### src/rtl/wave_capture_ctrl.sv
// rtl/wave_capture_ctrl.sv - triggered tear-free frame capture, display mode and freeze control.
// Optional auto-trigger on WAIT_TRIG timeout is enabled by defining WAVE_AUTOTRIG_EN.
module wave_capture_ctrl #(
    parameter int DEPTH         = 1280,
    parameter int AW            = 11,
    parameter int DW            = 10,
    parameter int HOLD_TICKS    = 2000,
    parameter int TIMEOUT_TICKS = 4000
) (
    input  logic          CLK_VGA,
    input  logic          rst_n,
    input  logic          sample_tick,
    input  logic [DW-1:0] wave_sample,
    input  logic [DW-1:0] trig_level,
    input  logic          mode_btn,
    input  logic          freeze_btn,
    output logic          wr_en,
    output logic [AW-1:0] wr_addr,
    output logic [DW-1:0] wr_data,
    output logic [1:0]    Waveform_State,
    output logic          frozen,
    output logic          frame_done,
    output logic          auto_trig
);

    localparam int HW = (HOLD_TICKS > 1) ? $clog2(HOLD_TICKS) : 1;
    localparam logic [HW-1:0] HOLD_LAST  = HW'(HOLD_TICKS - 1);
    localparam logic [AW-1:0] DEPTH_LAST = AW'(DEPTH - 1);

    generate
        if (TIMEOUT_TICKS < 1 || (64'd1 << AW) < 64'(DEPTH) || HOLD_TICKS < 1) begin : g_bad_cfg
            $error("wave_capture_ctrl: invalid parameter set");
        end
    endgenerate

    typedef enum logic [1:0] {IDLE, WAIT_TRIG, CAPTURE, HOLD} state_t;

    state_t          state;
    logic [DW-1:0]   prev_sample;
    logic            prev_valid;
    logic [AW-1:0]   addr;
    logic [HW-1:0]   hold_cnt;
    logic            trig;

`ifdef WAVE_AUTOTRIG_EN
    localparam int TW = (TIMEOUT_TICKS > 1) ? $clog2(TIMEOUT_TICKS) : 1;
    localparam logic [TW-1:0] TMO_LAST = TW'(TIMEOUT_TICKS - 1);
    logic [TW-1:0]   tmo_cnt;
`else
    assign auto_trig = 1'b0;
`endif

    // prev_valid blocks a stale pre-arm sample from forming a false crossing
    assign trig = sample_tick & prev_valid & (prev_sample < trig_level) & (wave_sample >= trig_level);

    always_ff @(posedge CLK_VGA or negedge rst_n) begin
        if (!rst_n) begin
            state          <= IDLE;
            wr_en          <= 1'b0;
            wr_addr        <= '0;
            wr_data        <= '0;
            Waveform_State <= 2'b01;
            frozen         <= 1'b0;
            frame_done     <= 1'b0;
            prev_sample    <= '0;
            prev_valid     <= 1'b0;
            addr           <= '0;
            hold_cnt       <= '0;
`ifdef WAVE_AUTOTRIG_EN
            auto_trig      <= 1'b0;
            tmo_cnt        <= '0;
`endif
        end else begin
            wr_en      <= 1'b0;
            frame_done <= 1'b0;
            if (mode_btn)
                Waveform_State <= Waveform_State + 2'd1;
            if (freeze_btn)
                frozen <= ~frozen;
            if (sample_tick)
                prev_sample <= wave_sample;

            case (state)
                IDLE: begin
                    if (!frozen) begin
                        state      <= WAIT_TRIG;
                        prev_valid <= 1'b0;
`ifdef WAVE_AUTOTRIG_EN
                        tmo_cnt    <= '0;
`endif
                    end
                end
                WAIT_TRIG: begin
                    if (frozen) begin
                        state <= IDLE;
                    end else if (trig) begin
                        wr_en   <= 1'b1;
                        wr_addr <= '0;
                        wr_data <= wave_sample;
                        addr    <= AW'(1);
                        state   <= CAPTURE;
`ifdef WAVE_AUTOTRIG_EN
                        auto_trig <= 1'b0;
                    end else if (sample_tick && tmo_cnt == TMO_LAST) begin
                        wr_en     <= 1'b1;
                        wr_addr   <= '0;
                        wr_data   <= wave_sample;
                        addr      <= AW'(1);
                        state     <= CAPTURE;
                        auto_trig <= 1'b1;
                    end else if (sample_tick) begin
                        prev_valid <= 1'b1;
                        tmo_cnt    <= tmo_cnt + 1'b1;
                    end
`else
                    end else if (sample_tick) begin
                        prev_valid <= 1'b1;
                    end
`endif
                end
                CAPTURE: begin
                    // freeze is deliberately ignored here so a frame is never torn
                    if (sample_tick) begin
                        wr_en   <= 1'b1;
                        wr_addr <= addr;
                        wr_data <= wave_sample;
                        if (addr == DEPTH_LAST) begin
                            frame_done <= 1'b1;
                            addr       <= '0;
                            hold_cnt   <= '0;
                            state      <= HOLD;
                        end else begin
                            addr <= addr + 1'b1;
                        end
                    end
                end
                HOLD: begin
                    if (sample_tick) begin
                        if (hold_cnt == HOLD_LAST) begin
                            hold_cnt <= '0;
                            if (frozen) begin
                                state <= IDLE;
                            end else begin
                                state      <= WAIT_TRIG;
                                prev_valid <= 1'b0;
`ifdef WAVE_AUTOTRIG_EN
                                tmo_cnt    <= '0;
`endif
                            end
                        end else begin
                            hold_cnt <= hold_cnt + 1'b1;
                        end
                    end
                end
                default: state <= IDLE;
            endcase
        end
    end

endmodule

### config.mk
export PLATFORM = sky130hd
export DESIGN_NAME = wave_capture_ctrl
export DESIGN_NICKNAME = d
export VERILOG_FILES = /design/src/rtl/wave_capture_ctrl.sv
export SDC_FILE = /design/constraint.sdc
export NUM_CORES = 1
export LEC_CHECK = 0
export CAP_MARGIN = 30
export CORE_MARGIN = 5
export CORE_UTILIZATION = 54
export CTS_CLUSTER_SIZE = 12
export DETAILED_ROUTE_END_ITERATION = 8
export GPL_TIMING_DRIVEN = 1
export PLACE_DENSITY = 0.86
export SETUP_SLACK_MARGIN = 0.1
export SYNTH_ARGS = -nofsm -noshare
export SYNTH_HDL_FRONTEND = slang
export SYNTH_SLANG_ARGS = --single-unit
### constraint.sdc
create_clock -name CLK_VGA -period 3.3 [get_ports CLK_VGA]
set_clock_uncertainty 0.1 [all_clocks]
set_input_delay 0.825 -clock CLK_VGA [delete_from_list [all_inputs] [get_ports CLK_VGA]]
set_output_delay 0.825 -clock CLK_VGA [all_outputs]
set_load 0.01 [all_outputs]
# Word level (Yosys, flattened, before mapping)
# Index checks and enable logic that the tools add are counted.
# totals
regBits	61
output_inout_bits	27
# classes
muxes	41
bitwise	4
n_eq_ne	15
order_cmp	2
n_reduce_logical	8
addsub	3
# ops
cell	n
two-way mux 11 bit	11
case mux 11 bit (2 select lines)	3
two-way mux 10 bit	3
adder 11 x 1 -> 11 bit (second input constant)	2
equality test 11 bit (second input constant)	2
case mux 10 bit (2 select lines)	1
!= test 2 bit (second input constant)	9
two-way mux 2 bit	7
two-way mux 1 bit	13
AND reduction 6 bit	2
greater-or-equal comparator 10 bit	1
< comparator 10 bit	1
case mux 2 bit (4 select lines)	1
AND reduction 4 bit	2
equality test 2 bit (second input constant)	2
nonzero test 2 bit	2
AND 1 bit	3
!= test 3 bit (second input constant)	1
case mux 1 bit (3 select lines)	1
nonzero test 3 bit	1
adder 2 x 1 -> 2 bit (second input constant)	1
equality test 2 x 1 -> 1 bit (second input constant)	1
logical NOT 2 bit	1
case mux 1 bit (2 select lines)	1
NOT 1 bit	1

# Logic depth before layout (Yosys ltp)
# Gate-level depths: netlist of the first run.
# depth
depth_word	6
mapped_depth	10
ltp_nobuf	9

# Least setup slack after synthesis of the first run
# Ideal clock, no wire load.
# synth_path
path_kind	input to register
from	input wave_sample[0]
to	register addr[3]
stages	10
path_slack_ns	0.565
path_buffers	1
setup_ns	0.096
arrival_time_ns	2.539
cell_sequence	inv_1 -> ha_1 -> nand2b_1 -> a211oi_1 -> nor3_1 -> o311ai_4 -> o22a_1 -> buf_2 -> o21ai_0 -> o31ai_1
# synth_via
elab_chain_cells	4
# synth_lines
element	line	source
start: declaration	13	input logic [DW-1:0] wave_sample,
greater-or-equal comparator 10 bit	54	assign trig = sample_tick & prev_valid & (prev_sample < trig_level) & (wave_sample >= trig_level);
AND 1 bit	54	
!= test 2 bit (no source line)	-	
AND reduction 4 bit (no source line)	-	
end signal: assignment	133	addr <= addr + 1'b1;
end: declaration	41	logic [AW-1:0] addr;
# Every way passes these cells.
# A chain may end at the register's enable or synchronous reset.

# Final worst setup path of the first run
# layout_path
from	input trig_level[7]
to	register addr[8]
# layout_via
elab_chain_cells	5
word_cells_on_any_way	6
# layout_lines
element	line	source
start: declaration	14	input logic [DW-1:0] trig_level,
< comparator 10 bit	54	
AND 1 bit	54	
AND 1 bit *	54	
!= test 2 bit (no source line) *	-	
AND reduction 4 bit (no source line) *	-	
# Mark *: on every way between the ends. The rest lies on a longest branch, timed or not.

==> results.cfg, run 1 <==
[synthesis]
synth-seq-cells = 61
syn-num-nets = 411
synth.avg_cell_area_sq_um = 9.38
syn-cell-area_sq_mm = 0.00337
ys_warn_count = 0
synthTopCellsByArea = dfrtp_1 45%, ha_1 10%, nand2_1 7.7%, o21ai_0 4.6%, mux2_2 3.3%
postSynthCellCount = 359
yosysSeqAreaShare_pct = 45.4
ys_types = 52
yosys.area.top_type = dfrtp_1
synth_top_area_share_pct = 44.6

[route]
wl_per_cell_microns = 14.3
drc = 0
initialDrtViolationCount = 139
vias = 2771
ant_nets = 0
dr.pass1.iters = 4
viasPerCell = 5.52
totalWireLength_microns = 7180

[clock_tree]
ctsHoldBuffers = 0
h-tree-depth = 3
ctsResizeCount = 0
cts_setup_buffers = 0
cts_sinks = 61
cts-buffers-inserted = 9
insertion_delay_ns = 0.34
clkTransAtPathRegs_ns = 0.07
clock_path_buffers = 2
root_buffer = clkbuf_8
cts_tree = yes

[power]
max-vdd-ir-drop_mv = 0.528
static-leakage-power_nw = 1.98
cellPowerDensity_mw_per_mm2 = 571
power.total_mw = 2.42

[hold_path]
hp-class = in -> async

[sta]
rsz0062_at_grt = no
max_freq_mhz = 335
fin_crit_sh_pct = 90.4
hold_viol_final = 0
setup_viol = 0
holdWs_ns = 0.157
layout_min_cycle_time_ns = 2.98
drv_slew = 0
relSlewSlack_pct = 64.3
worstMarginPinSlew_ns = 0.536

[worst_setup_path]
cp_common_cell = o21ai_0
setup.worst_path.end_class = flip-flop
cp.required_ns = 3.41
path_max_fanout = 34
slowest_delay_ns = 0.45
worstPathArrival_ns = 3.09
crit_path_cell_trace = clkdlybuf4s50_1 > inv_1 > ha_1 > a211oi_1 > nor2_1 > a211oi_2 > o311ai_4 > o22a_1 > buf_12 > o21ai_0 > o21ai_0
critPathLaunchType = input port
slowest_stage = clkdlybuf4s50_1
crit_type = in -> reg

[finish]
antenna_cells = 0
stdcell_count = 502
final_common_cell = nand2_1
most-common-layout-cells = 69 x nand2_1, 60 x dfrtp_1, 49 x clkdlybuf4s50_1
syn_to_final_growth_pct = 26.0
stdcell_area_sq_mm = 0.00424
drive_gt1_share_pct = 11.9
fin_util_pct = 70.8
fin_nets = 474

[die]
die_y_microns = 89.0
io_pins = 52
die_area_sq_mm = 0.00791
rows = 28
start_util_pct = 56.2
coreArea_sq_mm = 0.00599
die_w_microns = 89.0

[placement]
place.port_buffers = 50
place_congestion = 0.912
dpl_cell_area_sq_mm = 0.00402
dp.cells = 486
dp_hpwl_microns = 5480

[grt]
grt_max_degree = 35
grt_use_total_pct = 20.2
grt_pass1_vias = 2789
antenna_found_initial = 0
grt.overflow.total = 0
grt_pass1_wl_microns = 12500

[status]
outcome = complete, no violations

[flow_run]
max_cap_viol_count = 0
## path summary, 6_finish.rpt
| kind | start | end | slack [ns] | cells after the start |
|---|---|---|---|---|
| min in group CLK_VGA | wr_addr[7] | wr_addr[7] | 0.36 | 2 |
| worst min register to register | wr_addr[7] | wr_addr[7] | 0.36 | 2 |
| max in group asynchronous | rst_n | frozen | 2.35 | 2 |
| worst max register to register | addr[0] | hold_cnt[6] | 0.81 | 7 |
| worst min-delay path | rst_n | wr_data[6] | 0.16 | 1 |
| worst max-delay path | trig_level[7] | addr[8] | 0.32 | 11 |
## flip-flops by register name, summed over array words and instances (netlist names), named ones only
signal,cells
frame_done,1
addr,11
wr_addr,11
prev_sample,10
prev_valid,1
wr_en,1
Waveform_State,2
frozen,1
state,1
wr_data,10
hold_cnt,11
## power breakdown
group	switching (mW)	internal [mW]	total (mW)
Clock	0.304	0.428	0.732
Sequential	0.0982	0.874	0.972
Combinational	0.366	0.351	0.717
## synth_stat cells (all sizes together)
master and count:
and3 11, o22a 2, o211ai 1, a22o 1, nor4 2, a41oi 2, a22oi 1, o21ai 34
nor2b 4, mux2 10, nand2 69, a21boi 2, nand3b 1, xnor2 1, a31oi 1, nand4b 2
nand3 19, nor3b 1, a21o 3, a2111oi 1, o41ai 3, o22ai 1, clkbuf 5, ha 27
o311ai 1, a21oi 10, nand2b 13, a211oi 4, buf 8, o2bb2ai 1, o21bai 1, o31ai 4
dfstp 1, dfrtp 60, nand4 3, nor3 5, inv 17, or4 1, nor2 21, or2 2
xor2 2, conb 1
## metal layers
layer / part of all wire, % / track usage (%) / wire [microns] / vias up
met5: 0 / 0 / 0 / -
met4: 1.6 / 7.44 / 112 / 0
met3: 5.3 / 4.88 / 382 / 11
met2: 47 / 32.3 / 3370 / 60
met1: 46 / 27.0 / 3320 / 1325
li1: - / - / - / 1375
## cells by family (layout without fill, tap and decap cells)
logic type      after synthesis  in the layout  synth area share [%]
xor+xnor                      3              3                 0.781
simple gates                154            154                  22.1
mux                          10             10                  3.35
flops                        61             61                  45.4
other cells                   1              1                 0.111
compound gates               73             73                  14.5
fa+ha+maj                    27             27                  10.0
buf+inv                      30             98                  3.68
## critical path, delay by kind of cell
kind / cells / cell delay [ns]
buffers and inverters: 3 / 0.69
AO/OA/AOI/OAI: 6 / 1.19
AND/OR/NAND/NOR: 1 / 0.08
adder cells (fa/ha/maj): 1 / 0.30
## through the flow
| stage | worst slack, ns | TNS [ns] |
|---|---|---|
| 3_3_place_gp | 0.0569 | 0 |
| 4_1_cts | 0.342 | 0 |
| 5_1_grt | 0.125 | 0 |
| 3_5_place_dp | -0.0168 | -0.0168 |
| 2_1_floorplan | 0.565 | 0 |
| 6_report | 0.317 | 0 |
## cell type report
class	instances	area, sq um
inverters	17	63.8
multi-input cells	268	1710
well taps	75	93.8
clock inverters	7	97.6
flip-flops and latches	61	1530
repair buffers	65	621
clock buffers	9	124
fillers	447	1750
(Power assumes the default switching activity.)
==> inputs of run 2 (changes only) <==
CORE_MARGIN = 3   (was 5)
==> run 2 against run 1 <==
Register-to-register slack got worse by 0.04 ns. Critical path depth did not move. Clock power rose by 2%. Fmax is 1.4% lower. Non-clock buffer count unchanged. Sequential power increased by 0.4%. Flip-flop and latch count stayed put. Hold slack improved by 0.21 ns. Count of clock-buffer cells in the layout is 1 higher. Combinational power rose by 0.8%. Global-route usage increased by 2.0 points.
==> results.cfg, run 2 (synthesis results as in run 1) <==
[status]
outcome = complete, no violations

[sta]
rsz0062_at_grt = no
fin_crit_sh_pct = 91.7
layout_min_cycle_time_ns = 3.03
worstMarginPinSlew_ns = 0.689
max_freq_mhz = 330
hold_viol_final = 0
relSlewSlack_pct = 54.1
setup_slack_ns = 0.274
setup_viol = 0
drv_slew = 0

[worst_setup_path]
path_max_fanout = 12
critPathLaunchType = input port
crit_type = in -> reg
worstPathArrival_ns = 3.19
setup.worst_path.end_class = flip-flop
cp.required_ns = 3.46

[finish]
most-common-layout-cells = 69 x nand2_1, 60 x dfrtp_1, 49 x clkdlybuf4s50_1
fillCellCount = 427
fin_util_pct = 71.1
final_common_cell = nand2_1
drive_gt1_share_pct = 11.9
reg.largest.list = addr: 11 flops, hold_cnt: 11 flops, wr_addr: 11 flops
fin_nets = 474
antenna_cells = 0
syn_to_final_growth_pct = 26.5

[clock_tree]
cts-buffers-inserted = 9
clock_path_buffers = 2
ctsResizeCount = 0
clkTransAtPathRegs_ns = 0.07
cts_setup_buffers = 0
cts_sinks = 61
h-tree-depth = 3
insertion_delay_ns = 0.35
cts_tree = yes
ctsHoldBuffers = 0
root_buffer = clkbuf_8

[die]
io_pins = 52
die_y_microns = 85.0
die_w_microns = 85.0
die_area_sq_mm = 0.00722
start_util_pct = 56.2
coreArea_sq_mm = 0.00599
rows = 28

[route]
initialDrtViolationCount = 152
wl_per_cell_microns = 15.0
dr.pass1.iters = 5
ant_nets = 0
viasPerCell = 5.69
drc = 0
vias = 2857
totalWireLength_microns = 7540

[placement]
pre_cts_ws_ns = -0.0346
place.port_buffers = 50
place_congestion = 0.885
dp_hpwl_microns = 5550

[power]
max-vdd-ir-drop_mv = 0.454
cellPowerDensity_mw_per_mm2 = 575
static-leakage-power_nw = 1.99

[grt]
grt_max_degree = 34
antenna_found_initial = 0
grt_pass1_vias = 2814
grt_pass1_wl_microns = 12900
grt_use_total_pct = 22.3
grt.overflow.total = 0

[flow_run]
max_cap_viol_count = 0

[hold_path]
hp-class = reg -> reg
==> run 2: path summary, 6_finish.rpt <==
kind | to | cells after the start | slack [ns] | startpoint
hold / removal | wr_addr[2] | 2 | 0.37 | wr_addr[2]
min in group asynchronous | wr_data[6] | 1 | 0.41 | rst_n
hold reg to reg | wr_addr[2] | 2 | 0.37 | wr_addr[2]
setup reg to reg | hold_cnt[6] | 7 | 0.77 | addr[0]
max in group asynchronous | Waveform_State[0] | 2 | 2.00 | rst_n
setup / recovery | addr[8] | 11 | 0.27 | wave_sample[0]
==> run 2: stage by stage <==
step	setup TNS (ns)	total power, mW	cells	hold slack, ns	area [sq um]
after floorplan	0	1.37	359	0.360	3370
after global placement	0	1.68	486	0.350	4030
after detailed placement	-0.0988	1.71	486	0.355	4030
after CTS	0	2.46	502	0.371	4260
after global routing	0	2.59	502	0.385	4260
final	0	2.45	502	0.366	4260
==> run 2: power by group <==
part | internal [mW] | switching, mW
Sequential | 0.874 | 0.102
Clock | 0.444 | 0.306
Combinational | 0.354 | 0.369
Total | 1.67 | 0.777
==> run 2: metal layers <==
layer	GRT usage [%]	wire (microns)	up-vias
li1	-	-	1373
met5	0	0	-
met1	30.3	3400	1374
met2	35.0	3590	94
met3	5.15	417	16
met4	8.20	136	0
==> run 2: final cells by class <==
cell class	count	area [sq um]	area share, %
multi-input combinational	268	1710	40.3
sequential	61	1530	35.9
timing repair buffer	65	633	14.9
clock buffer	10	138	3.23
tap	75	93.8	2.20
clock inverter	6	86.3	2.03
inverter	17	63.8	1.50
==> run 2: critical path, cell delays in order <==
cell             delay [ns]
clkdlybuf4s50_1        0.50
inv_1                  0.09
ha_1                   0.30
nand2b_1               0.14
a211oi_1               0.23
nor3_1                 0.11
o311ai_4               0.35
o22a_1                 0.27
buf_4                  0.20
o21ai_0                0.09
o21ai_0                0.09
==> inputs of run 3 (changes only) <==
CORE_UTILIZATION = 58   (was 54)
CTS_CLUSTER_DIAMETER = 60   (was not set)
GPL_ROUTABILITY_DRIVEN = 0   (was not set)
PLACE_DENSITY = 0.91   (was 0.86)
==> run 3 against run 2 <==
Global-route usage rose by 4.7 points. Flip-flop and latch count did not move. Routed wire length rose by 6.2%. Register-to-register slack got worse by 0.10 ns. Count of clock-buffer cells in the layout rose by 2. Cell area fell by 0.82%. Critical endpoint is now addr[2]. Largest power group unchanged. Highest routed layer unchanged.
==> results.cfg, run 3 (synthesis results as in run 1) <==
[finish]
syn_to_final_growth_pct = 25.4
fin_nets = 474
reg.largest.list = addr: 11 flops, hold_cnt: 11 flops, wr_addr: 11 flops
antenna_cells = 0
final_common_cell = nand2_1
most-common-layout-cells = 69 x nand2_1, 60 x dfrtp_1, 49 x clkdlybuf4s50_1
drive_gt1_share_pct = 11.5

[placement]
place.port_buffers = 50
dp_hpwl_microns = 5520

[worst_setup_path]
setup.worst_path.end_class = flip-flop
cp.required_ns = 3.42
worstPathArrival_ns = 3.14
path_max_fanout = 26
rr_startpoint = state[0]
critPathLaunchType = input port
critPathLaunch = trig_level[7]
crit_type = in -> reg

[route]
viasPerCell = 5.81
totalWireLength_microns = 8010
initialDrtViolationCount = 206
wl_per_cell_microns = 16.0
ant_nets = 0
dr.pass1.iters = 4
drc = 0
vias = 2897

[die]
die_y_microns = 82.2
rows = 27
die_area_sq_mm = 0.00675
io_pins = 52
die_w_microns = 82.2
start_util_pct = 60.4
coreArea_sq_mm = 0.00557

[clock_tree]
cts_tree = yes
root_buffer = clkbuf_8
ctsHoldBuffers = 0
clkTransAtPathRegs_ns = 0.07
cts_sinks = 61
clock_path_buffers = 2
h-tree-depth = 3
cts-buffers-inserted = 9
insertion_delay_ns = 0.34
ctsResizeCount = 0
cts_setup_buffers = 0

[grt]
antenna_found_initial = 0
grt_pass1_wl_microns = 13600
grt.overflow.total = 0
grt_pass1_vias = 2895
grt_max_degree = 62
grt_use_total_pct = 27.0

[sta]
fin_crit_sh_pct = 91.7
rsz0062_at_grt = no
setup_viol = 0
worstMarginPinSlew_ns = 0.558
relSlewSlack_pct = 62.8
layout_min_cycle_time_ns = 3.03
drv_slew = 0
max_freq_mhz = 330
hold_viol_final = 0
holdWs_ns = 0.364

[power]
static-leakage-power_nw = 1.97
power.total_mw = 2.39
cellPowerDensity_mw_per_mm2 = 566
max-vdd-ir-drop_mv = 0.419

[flow_run]
max_cap_viol_count = 0

[hold_path]
min-delay-start = wr_addr[1]
hp-class = reg -> reg

[status]
outcome = complete, no violations
-- run 3: cell count changes in the layout (fill, tap and decap cells not counted) --
cell	before	now
clkinv_4	1	0
clkbuf_1	0	2
bufinv_16	2	1
-- run 3: area by class of cell --
class	instances	area, sq um
Clock inverter	4	47.5
Timing Repair Buffer	65	633
Fill cell	370	1350
Tap cell	72	90.1
Inverter	17	63.8
Sequential cell	61	1530
Clock buffer	12	145
Multi-Input combinational cell	268	1710
-- run 3: where the power goes --
part           internal, mW  switching (mW)
Sequential            0.874           0.105
Clock                 0.367           0.298
Combinational         0.358           0.388
-- run 3: worst paths after layout --
path	endpoint	slack, ns	cells after the start
hold reg to reg	wr_addr[1]	0.36	2
max in group asynchronous	Waveform_State[0]	2.39	2
setup reg to reg	addr[2]	0.67	10
setup / recovery	addr[2]	0.27	11
hold / removal	wr_addr[1]	0.36	2
min in group asynchronous	prev_sample[0]	0.38	2
-- run 3: worst max-delay path: stages --
cell	delay, ns
clkdlybuf4s50_1	0.46
inv_1	0.06
ha_1	0.30
a211oi_1	0.23
nor2_1	0.09
a211oi_2	0.25
o311ai_4	0.19
o22a_1	0.27
buf_12	0.18
o21ai_0	0.18
o21ai_0	0.10
-- run 3: metal layers --
metal / wire length (microns) / GRT usage [%] / part of all wire [%]
met1: 3440 / 34.4 / 43
met3: 404 / 5.31 / 5.0
met4: 118 / 9.47 / 1.5
met5: 0 / 0 / 0
met2: 4040 / 46.0 / 51
-- run 3: through the flow --
stage               setup TNS (ns)  instance area, sq um  utilization (%)  instances  setup WS, ns
finish                           0                  4220             75.7        499         0.274
floorplan                        0                  3370                -        359         0.565
detailed placement        -0.00513                  4030             72.3        483      -0.00384
global placement                 0                  4030             72.3        483        0.0589
CTS                              0                  4220             75.7        499         0.321
global route                     0                  4220             75.7        499         0.164
